==> config.mk <==
export PLATFORM = sky130hd
export DESIGN_NAME = bcd_conv_scheduler
export DESIGN_NICKNAME = d
export VERILOG_FILES = /design/src/rtl/bcd_sched_pkg.sv /design/src/rtl/bcd_conv_scheduler_rr_arbiter.sv /design/src/rtl/bcd_conv_scheduler.sv
export SDC_FILE = /design/constraint.sdc
export NUM_CORES = 1
export LEC_CHECK = 0
export CAP_MARGIN = 20
export CORE_ASPECT_RATIO = 0.7
export CORE_MARGIN = 8
export CORE_UTILIZATION = 45
export CTS_BUF_LIST = sky130_fd_sc_hd__clkbuf_4 sky130_fd_sc_hd__clkbuf_8
export CTS_CLUSTER_SIZE = 14
export DETAILED_ROUTE_END_ITERATION = 6
export PLACE_DENSITY_LB_ADDON = 0.12
export SLEW_MARGIN = 20
export SYNTH_ARGS = -nofsm -noshare
export SYNTH_HDL_FRONTEND = slang
export SYNTH_SLANG_ARGS = --single-unit
==> constraint.sdc <==
create_clock -name clk -period 3.5 [get_ports clk]
set_clock_uncertainty 0.15 [all_clocks]
set_input_delay 0.875 -clock clk [delete_from_list [all_inputs] [get_ports clk]]
set_output_delay 0.875 -clock clk [all_outputs]
set_load 0.01 [all_outputs]
==> src/rtl/bcd_sched_pkg.sv <==
// Shared types and constants for the BCD conversion scheduler.
// Holds the FSM state encoding, saturation constants and the pointer-width helper.
package bcd_sched_pkg;

    typedef enum logic [1:0] {
        S_IDLE    = 2'd0,
        S_LOAD    = 2'd1,
        S_WAIT    = 2'd2,
        S_CAPTURE = 2'd3
    } state_t;

    localparam logic [13:0] BCD_MAX_BIN = 14'd9999;
    localparam logic [15:0] BCD_MAX_BCD = 16'h9999;

    localparam int BCD_SCHED_N_CH  = 3;
    localparam int BCD_SCHED_PTR_W = $clog2(BCD_SCHED_N_CH);

    // Pointer width for an n-channel arbiter; never narrower than one bit.
    function automatic int ptr_width(input int n);
        return (n > 1) ? $clog2(n) : 1;
    endfunction

endpackage

==> src/rtl/bcd_conv_scheduler_rr_arbiter.sv <==
// Combinational round-robin arbiter: grants the first requester at or after ptr_i,
// wrapping around, as a one-hot vector plus its encoded index.
module rr_arbiter #(
    parameter int N  = 3,
    parameter int PW = 2
) (
    input  logic [N-1:0]  req_i,
    input  logic [PW-1:0] ptr_i,
    output logic [N-1:0]  gnt_o,
    output logic [PW-1:0] idx_o
);

    logic found_s;
    logic hit_s;
    int   cand_s;

    // Scan channels starting at the pointer; the first set request wins.
    always_comb begin
        gnt_o   = {N{1'b0}};
        idx_o   = {PW{1'b0}};
        found_s = 1'b0;
        hit_s   = 1'b0;
        cand_s  = 0;
        for (int off = 0; off < N; off++) begin
            cand_s        = (int'(ptr_i) + off) % N;
            hit_s         = req_i[cand_s] & ~found_s;
            gnt_o[cand_s] = hit_s;
            idx_o         = hit_s ? PW'(cand_s) : idx_o;
            found_s       = found_s | hit_s;
        end
    end

endmodule

==> src/rtl/bcd_conv_scheduler.sv <==
// Shares one external doubleDabble converter between N_CH requesters, round-robin.
// Optional converter watchdog is built when BCD_SCHED_TIMEOUT_EN is defined.
module bcd_conv_scheduler
    import bcd_sched_pkg::*;
#(
    parameter int N_CH    = 3,
    parameter int BIN_W   = 14,
    parameter int BCD_W   = 16,
    parameter int MAX_VAL = 9999,
    parameter int TIMEOUT = 64
) (
    input  logic                    clk,
    input  logic                    rst,
    input  logic [N_CH-1:0]         req_valid,
    input  logic [N_CH*BIN_W-1:0]   req_bin,
    output logic [N_CH-1:0]         req_ready,
    output logic [N_CH*BCD_W-1:0]   out_bcd,
    output logic [N_CH-1:0]         out_valid,
    output logic                    busy,
    output logic                    err,
    output logic [BIN_W-1:0]        dd_bin,
    output logic                    dd_rst,
    input  logic [BCD_W-1:0]        dd_bcd,
    input  logic                    dd_ready
);

    localparam int              PTR_W   = ptr_width(N_CH);
    localparam logic [BIN_W-1:0] MAX_BIN = BIN_W'(MAX_VAL);

    state_t                  state_q,     state_d;
    logic [PTR_W-1:0]        ptr_q,       ptr_d;
    logic [PTR_W-1:0]        gnt_idx_q,   gnt_idx_d;
    logic [N_CH-1:0]         req_ready_q, req_ready_d;
    logic [N_CH-1:0]         out_valid_q, out_valid_d;
    logic [N_CH*BCD_W-1:0]   out_bcd_q,   out_bcd_d;
    logic [BIN_W-1:0]        dd_bin_q,    dd_bin_d;
    logic                    restart_q,   restart_d;
    logic                    first_q,     first_d;
    logic                    busy_q,      busy_d;

    logic [N_CH-1:0]         arb_gnt_s;
    logic [PTR_W-1:0]        arb_idx_s;
    logic [BIN_W-1:0]        sel_bin_s;
    logic [BIN_W-1:0]        sat_bin_s;

`ifdef BCD_SCHED_TIMEOUT_EN
    localparam int CNT_W = $clog2(TIMEOUT + 1);
    logic [CNT_W-1:0]        wait_cnt_q,  wait_cnt_d;
    logic                    err_q,       err_d;
    logic                    skip_q,      skip_d;
`endif

    rr_arbiter #(
        .N  (N_CH),
        .PW (PTR_W)
    ) u_arb (
        .req_i (req_valid),
        .ptr_i (ptr_q),
        .gnt_o (arb_gnt_s),
        .idx_o (arb_idx_s)
    );

    assign sel_bin_s = req_bin[int'(arb_idx_s)*BIN_W +: BIN_W];
    assign sat_bin_s = (sel_bin_s > MAX_BIN) ? MAX_BIN : sel_bin_s;

    // Next-state and registered-output logic for the scheduling FSM.
    always_comb begin
        state_d     = state_q;
        ptr_d       = ptr_q;
        gnt_idx_d   = gnt_idx_q;
        req_ready_d = {N_CH{1'b0}};
        out_valid_d = {N_CH{1'b0}};
        out_bcd_d   = out_bcd_q;
        dd_bin_d    = dd_bin_q;
        restart_d   = 1'b0;
        first_d     = 1'b0;
`ifdef BCD_SCHED_TIMEOUT_EN
        wait_cnt_d  = wait_cnt_q;
        err_d       = err_q;
        skip_d      = skip_q;
`endif
        case (state_q)
            S_IDLE: begin
                // Operand is captured here so it is already stable while the converter restarts.
                if (|req_valid) begin
                    state_d     = S_LOAD;
                    gnt_idx_d   = arb_idx_s;
                    req_ready_d = arb_gnt_s;
                    restart_d   = 1'b1;
                    dd_bin_d    = sat_bin_s;
                end else begin
                    state_d = S_IDLE;
                end
            end
            S_LOAD: begin
                ptr_d   = (int'(gnt_idx_q) == N_CH - 1) ? {PTR_W{1'b0}}
                                                        : gnt_idx_q + PTR_W'(1);
                first_d = 1'b1;
                state_d = S_WAIT;
`ifdef BCD_SCHED_TIMEOUT_EN
                wait_cnt_d = {CNT_W{1'b0}};
                skip_d     = 1'b0;
`endif
            end
            S_WAIT: begin
`ifdef BCD_SCHED_TIMEOUT_EN
                wait_cnt_d = wait_cnt_q + CNT_W'(1);
`endif
                // dd_ready in the first WAIT cycle may still reflect the previous conversion.
                if (!first_q && dd_ready) begin
                    state_d = S_CAPTURE;
`ifdef BCD_SCHED_TIMEOUT_EN
                end else if (wait_cnt_q == CNT_W'(TIMEOUT - 1)) begin
                    state_d = S_CAPTURE;
                    err_d   = 1'b1;
                    skip_d  = 1'b1;
`endif
                end else begin
                    state_d = S_WAIT;
                end
            end
            S_CAPTURE: begin
`ifdef BCD_SCHED_TIMEOUT_EN
                if (!skip_q) begin
                    out_bcd_d[int'(gnt_idx_q)*BCD_W +: BCD_W] = dd_bcd;
                end else begin
                    out_bcd_d = out_bcd_q;
                end
`else
                out_bcd_d[int'(gnt_idx_q)*BCD_W +: BCD_W] = dd_bcd;
`endif
                out_valid_d[gnt_idx_q] = 1'b1;
                state_d                = S_IDLE;
            end
            default: begin
                state_d = S_IDLE;
            end
        endcase
        busy_d = (state_d != S_IDLE);
    end

    // State and output registers with synchronous reset.
    always_ff @(posedge clk) begin
        if (rst) begin
            state_q     <= S_IDLE;
            ptr_q       <= {PTR_W{1'b0}};
            gnt_idx_q   <= {PTR_W{1'b0}};
            req_ready_q <= {N_CH{1'b0}};
            out_valid_q <= {N_CH{1'b0}};
            out_bcd_q   <= {(N_CH*BCD_W){1'b0}};
            dd_bin_q    <= {BIN_W{1'b0}};
            restart_q   <= 1'b0;
            first_q     <= 1'b0;
            busy_q      <= 1'b0;
`ifdef BCD_SCHED_TIMEOUT_EN
            wait_cnt_q  <= {CNT_W{1'b0}};
            err_q       <= 1'b0;
            skip_q      <= 1'b0;
`endif
        end else begin
            state_q     <= state_d;
            ptr_q       <= ptr_d;
            gnt_idx_q   <= gnt_idx_d;
            req_ready_q <= req_ready_d;
            out_valid_q <= out_valid_d;
            out_bcd_q   <= out_bcd_d;
            dd_bin_q    <= dd_bin_d;
            restart_q   <= restart_d;
            first_q     <= first_d;
            busy_q      <= busy_d;
`ifdef BCD_SCHED_TIMEOUT_EN
            wait_cnt_q  <= wait_cnt_d;
            err_q       <= err_d;
            skip_q      <= skip_d;
`endif
        end
    end

    assign req_ready = req_ready_q;
    assign out_valid = out_valid_q;
    assign out_bcd   = out_bcd_q;
    assign busy      = busy_q;
    assign dd_bin    = dd_bin_q;
    assign dd_rst    = rst | restart_q;
`ifdef BCD_SCHED_TIMEOUT_EN
    assign err       = err_q;
`else
    assign err       = 1'b0;
`endif

endmodule

==> flow_metrics.py <==
metrics = {
    "status": {
        "outcome": "complete, no violations",
    },
    "clock_network": {
        "cts_resized": 0,
        "holdBufCountCts": 0,
        "cts_max_level": 3,
        "postCtsSetupBuffers": 0,
        "cts_buffers": 9,
        "clock_latency_ns": 0.35,
        "cts_root_buffer": "clkbuf_8",
        "cts.reportedPaths.clkPinSlew_ns": 0.08,
        "cts_tree": "built",
        "clock-sinks": 77,
        "clockBufferDepth": 2,
    },
    "critical_path": {
        "critPathCaptureType": "register",
        "worst-path-stages": 9,
        "cp_max_fo": 10,
        "worstPathRequired_ns": 3.57,
        "r2r_slack_ns": 0.41,
        "cp-startpoint": "req_valid[1]",
        "reg2reg_depth": 10,
        "cpPeakStageDelay_ns": 0.48,
        "critPathArrivalTime_ns": 3.29,
        "path_class": "input port to register",
        "endpoint": "dd_bin[3]",
        "worstSetupStartpointType": "input port",
        "crit_buf_inv": 1,
        "crit_chain": "clkdlybuf4s50_1 -> mux2i_1 -> o22ai_2 -> o21ai_1 -> nand2_2 -> mux2_2 -> a22oi_2 -> a311o_1 -> a31oi_1",
        "crit_family": "compound AO/OA/AOI/OAI gates",
        "r2r_end": "dd_bin[3]",
        "crit_slowest_cell": "clkdlybuf4s50_1",
        "timing.rr.start": "ptr_q[0]",
    },
    "global_routing": {
        "grtUsageTotal": 0.196,
        "overflow": 0,
        "grt_pass1_vias": 3461,
        "grt_pass1_wl_mm": 16.6,
        "antenna_found_initial": 0,
        "grt_max_degree": 66,
    },
    "final_layout": {
        "antenna_cells": 0,
        "final_cell_area_um2": 5070,
        "nets": 603,
        "fin_util": 0.692,
        "area_growth_pct": 48.1,
        "drive_gt1_frac": 0.0814,
    },
    "timing": {
        "period_share": 0.920,
        "max_slew_margin": 0.519,
        "drv_slew": 0,
        "finalSetupTns_ns": 0,
        "worstMarginPinSlew_ns": 0.719,
        "rsz0062_at_grt": "no",
        "fin_crit_ns": 3.22,
        "hold_violations": 0,
        "setup_viol": 0,
        "fmax_mhz": 311,
        "fin_hold_ws_ns": 0.322,
        "fin_ws_ns": 0.280,
    },
    "die": {
        "io_pins": 135,
        "chipWidth_um": 120,
        "initial_core_util": 0.467,
        "die_area_um2": 10700,
        "die_h_um": 88.9,
        "design.core.area_um2": 7320,
        "rows": 26,
    },
    "detailed_routing": {
        "drc": 0,
        "ant_nets": 0,
        "finalWirelength_mm": 10.7,
        "met2WireLength_mm": 4.95,
        "drtIter0Drc": 194,
        "wl_per_cell_um": 17.1,
        "top_layer": "met4",
        "wl_met3_um": 940,
        "avgViaCountPerCell": 5.42,
        "met1Wirelength_mm": 4.62,
        "vias": 3390,
        "dr.pass1.iters": 5,
    },
    "power_and_ir_drop": {
        "seq_power_share": 0.413,
        "cell_internal_pwr_uw": 1680,
        "powerDensity_nw_per_um2": 471,
        "ir_drop_mv": 0.237,
        "pwr-share-clk": 0.304,
        "combPwrFrac": 0.283,
        "power_leakage_uw": 0.00188,
        "p_switching_uw": 706,
        "switching_share": 0.296,
    },
    "placement": {
        "gp_congestion": 0.872,
        "port_buffers": 133,
        "place_ws_ns": -0.0529,
        "hpwl_mm": 8.03,
        "post_dp_cell_area_um2": 4850,
    },
    "yosys": {
        "syn_inst": 392,
        "synth.most_common_cell": "dfxtp_1",
        "yosysTopAreaCell": "dfxtp_1",
        "yosysTopAreaCellShare": 0.451,
        "synth_edf_count": 0,
        "seq_area_frac_synth": 0.451,
        "syn_area_per_cell_um2": 8.73,
        "yosysWarnings": 0,
        "syn_nets": 471,
        "ys_top_cells_by_area": "dfxtp_1 (45%), a22oi_1 (11%), nor2_1 (6.9%)",
        "synth_seq_cells": 77,
        "synth_cell_types": 50,
        "synth_flop_cell": "dfxtp_1",
        "synth_area_um2": 3420,
        "synth-async-reset-ratio": 0,
        "synthTopCellsByCount": "dfxtp_1 (77), nor2_1 (63), a22oi_1 (48), nand2_1 (38), a21oi_1 (20)",
    },
    "min_path": {
        "hold_class": "register to register",
    },
    "run": {
        "drv_cap": 0,
    },
}
==> cells by family after synthesis <==
group	Yosys count	synth area share
and+or+nand+nor	141	0.188
AOI/OAI and AO/OA	119	0.238
DFF	77	0.451
buffers and inverters	31	0.0428
adders and majority gates	15	0.0549
muxes	8	0.0238
other	1	0.00110
==> per-stage QoR <==
| step | power, µW | std cells |
|---|---|---|
| after floorplan | 1390 | 392 |
| after global placement | 1660 | 611 |
| after detailed placement | 1680 | 611 |
| after CTS | 2410 | 626 |
| after global routing | 2520 | 626 |
| final | 2390 | 626 |
==> tightest hold or removal path: stages (launching register included) <==
cell     delay (ns)
dfxtp_1        0.32
nand2_1        0.05
a21oi_1        0.05
==> cells in the final DEF (no fill, tap or decap), drive strengths merged, types with 2 or more instances in the layout <==
| cell | synthesis | layout |
|---|---|---|
| clkdlybuf4s50 | 0 | 132 |
| dfxtp | 77 | 77 |
| nor2 | 65 | 65 |
| a22oi | 49 | 49 |
| nand2 | 39 | 39 |
| a21oi | 22 | 22 |
| o21ai | 20 | 20 |
| ha | 15 | 15 |
| buf | 9 | 12 |
| clkbuf | 14 | 11 |
| inv | 8 | 8 |
| mux2i | 7 | 7 |
| nand3 | 7 | 7 |
| nor2b | 6 | 6 |
| and2 | 6 | 6 |
| and3 | 5 | 5 |
| o22ai | 5 | 5 |
| nor4b | 4 | 4 |
| a31oi | 4 | 4 |
| o21a | 3 | 3 |
| or3 | 3 | 3 |
| o2111ai | 3 | 3 |
| or2 | 2 | 2 |
| nand3b | 2 | 2 |
| a2111oi | 2 | 2 |
| bufinv | 0 | 2 |
| clkinv | 0 | 2 |
==> power groups by stage <==
stage / Clock [µW] / Sequential, µW / Combinational [µW]
after floorplan: 0 / 1020 / 362
after global placement: 0 / 1010 / 659
after detailed placement: 0 / 1010 / 673
after CTS: 741 / 988 / 677
after global routing: 780 / 994 / 742
final: 725 / 987 / 676
==> worst min path at each step <==
stage,end,depth (start not counted),startpoint,slack (ns)
6_report,dd_bin[12],2,dd_bin[12],0.32
5_1_grt,dd_bin[12],2,dd_bin[12],0.36
3_3_place_gp,dd_bin[5],2,dd_bin[5],0.29
3_5_place_dp,dd_bin[6],2,dd_bin[6],0.30
2_1_floorplan,gnt_idx_q[1],2,gnt_idx_q[1],0.32
4_1_cts,dd_bin[6],2,dd_bin[6],0.32
==> state kept, by name, summed over array words and instances, names as in the netlist <==
signal     cells
out_bcd       48
dd_bin        14
out_valid      3
req_ready      3
gnt_idx_q      2
ptr_q          2
state_q        2
busy           1
first_q        1
restart_q      1
==> cell type report <==
cell class	count	area [µm²]
well taps	98	123
repair buffers	144	1410
inverters	8	30.0
flip-flops and latches	77	1540
fillers	596	2250
multi-input cells	284	1750
clock buffers	11	139
clock inverters	4	73.8
==> routing by layer <==
metal | global-route usage | vias up
met2 | 0.314 | 123
li1 | - | 1661
met4 | 0.0813 | 0
met3 | 0.0795 | 16
met1 | 0.230 | 1590
met5 | 0 | -
No activity file was read; power rests on OpenSTA's default activity.
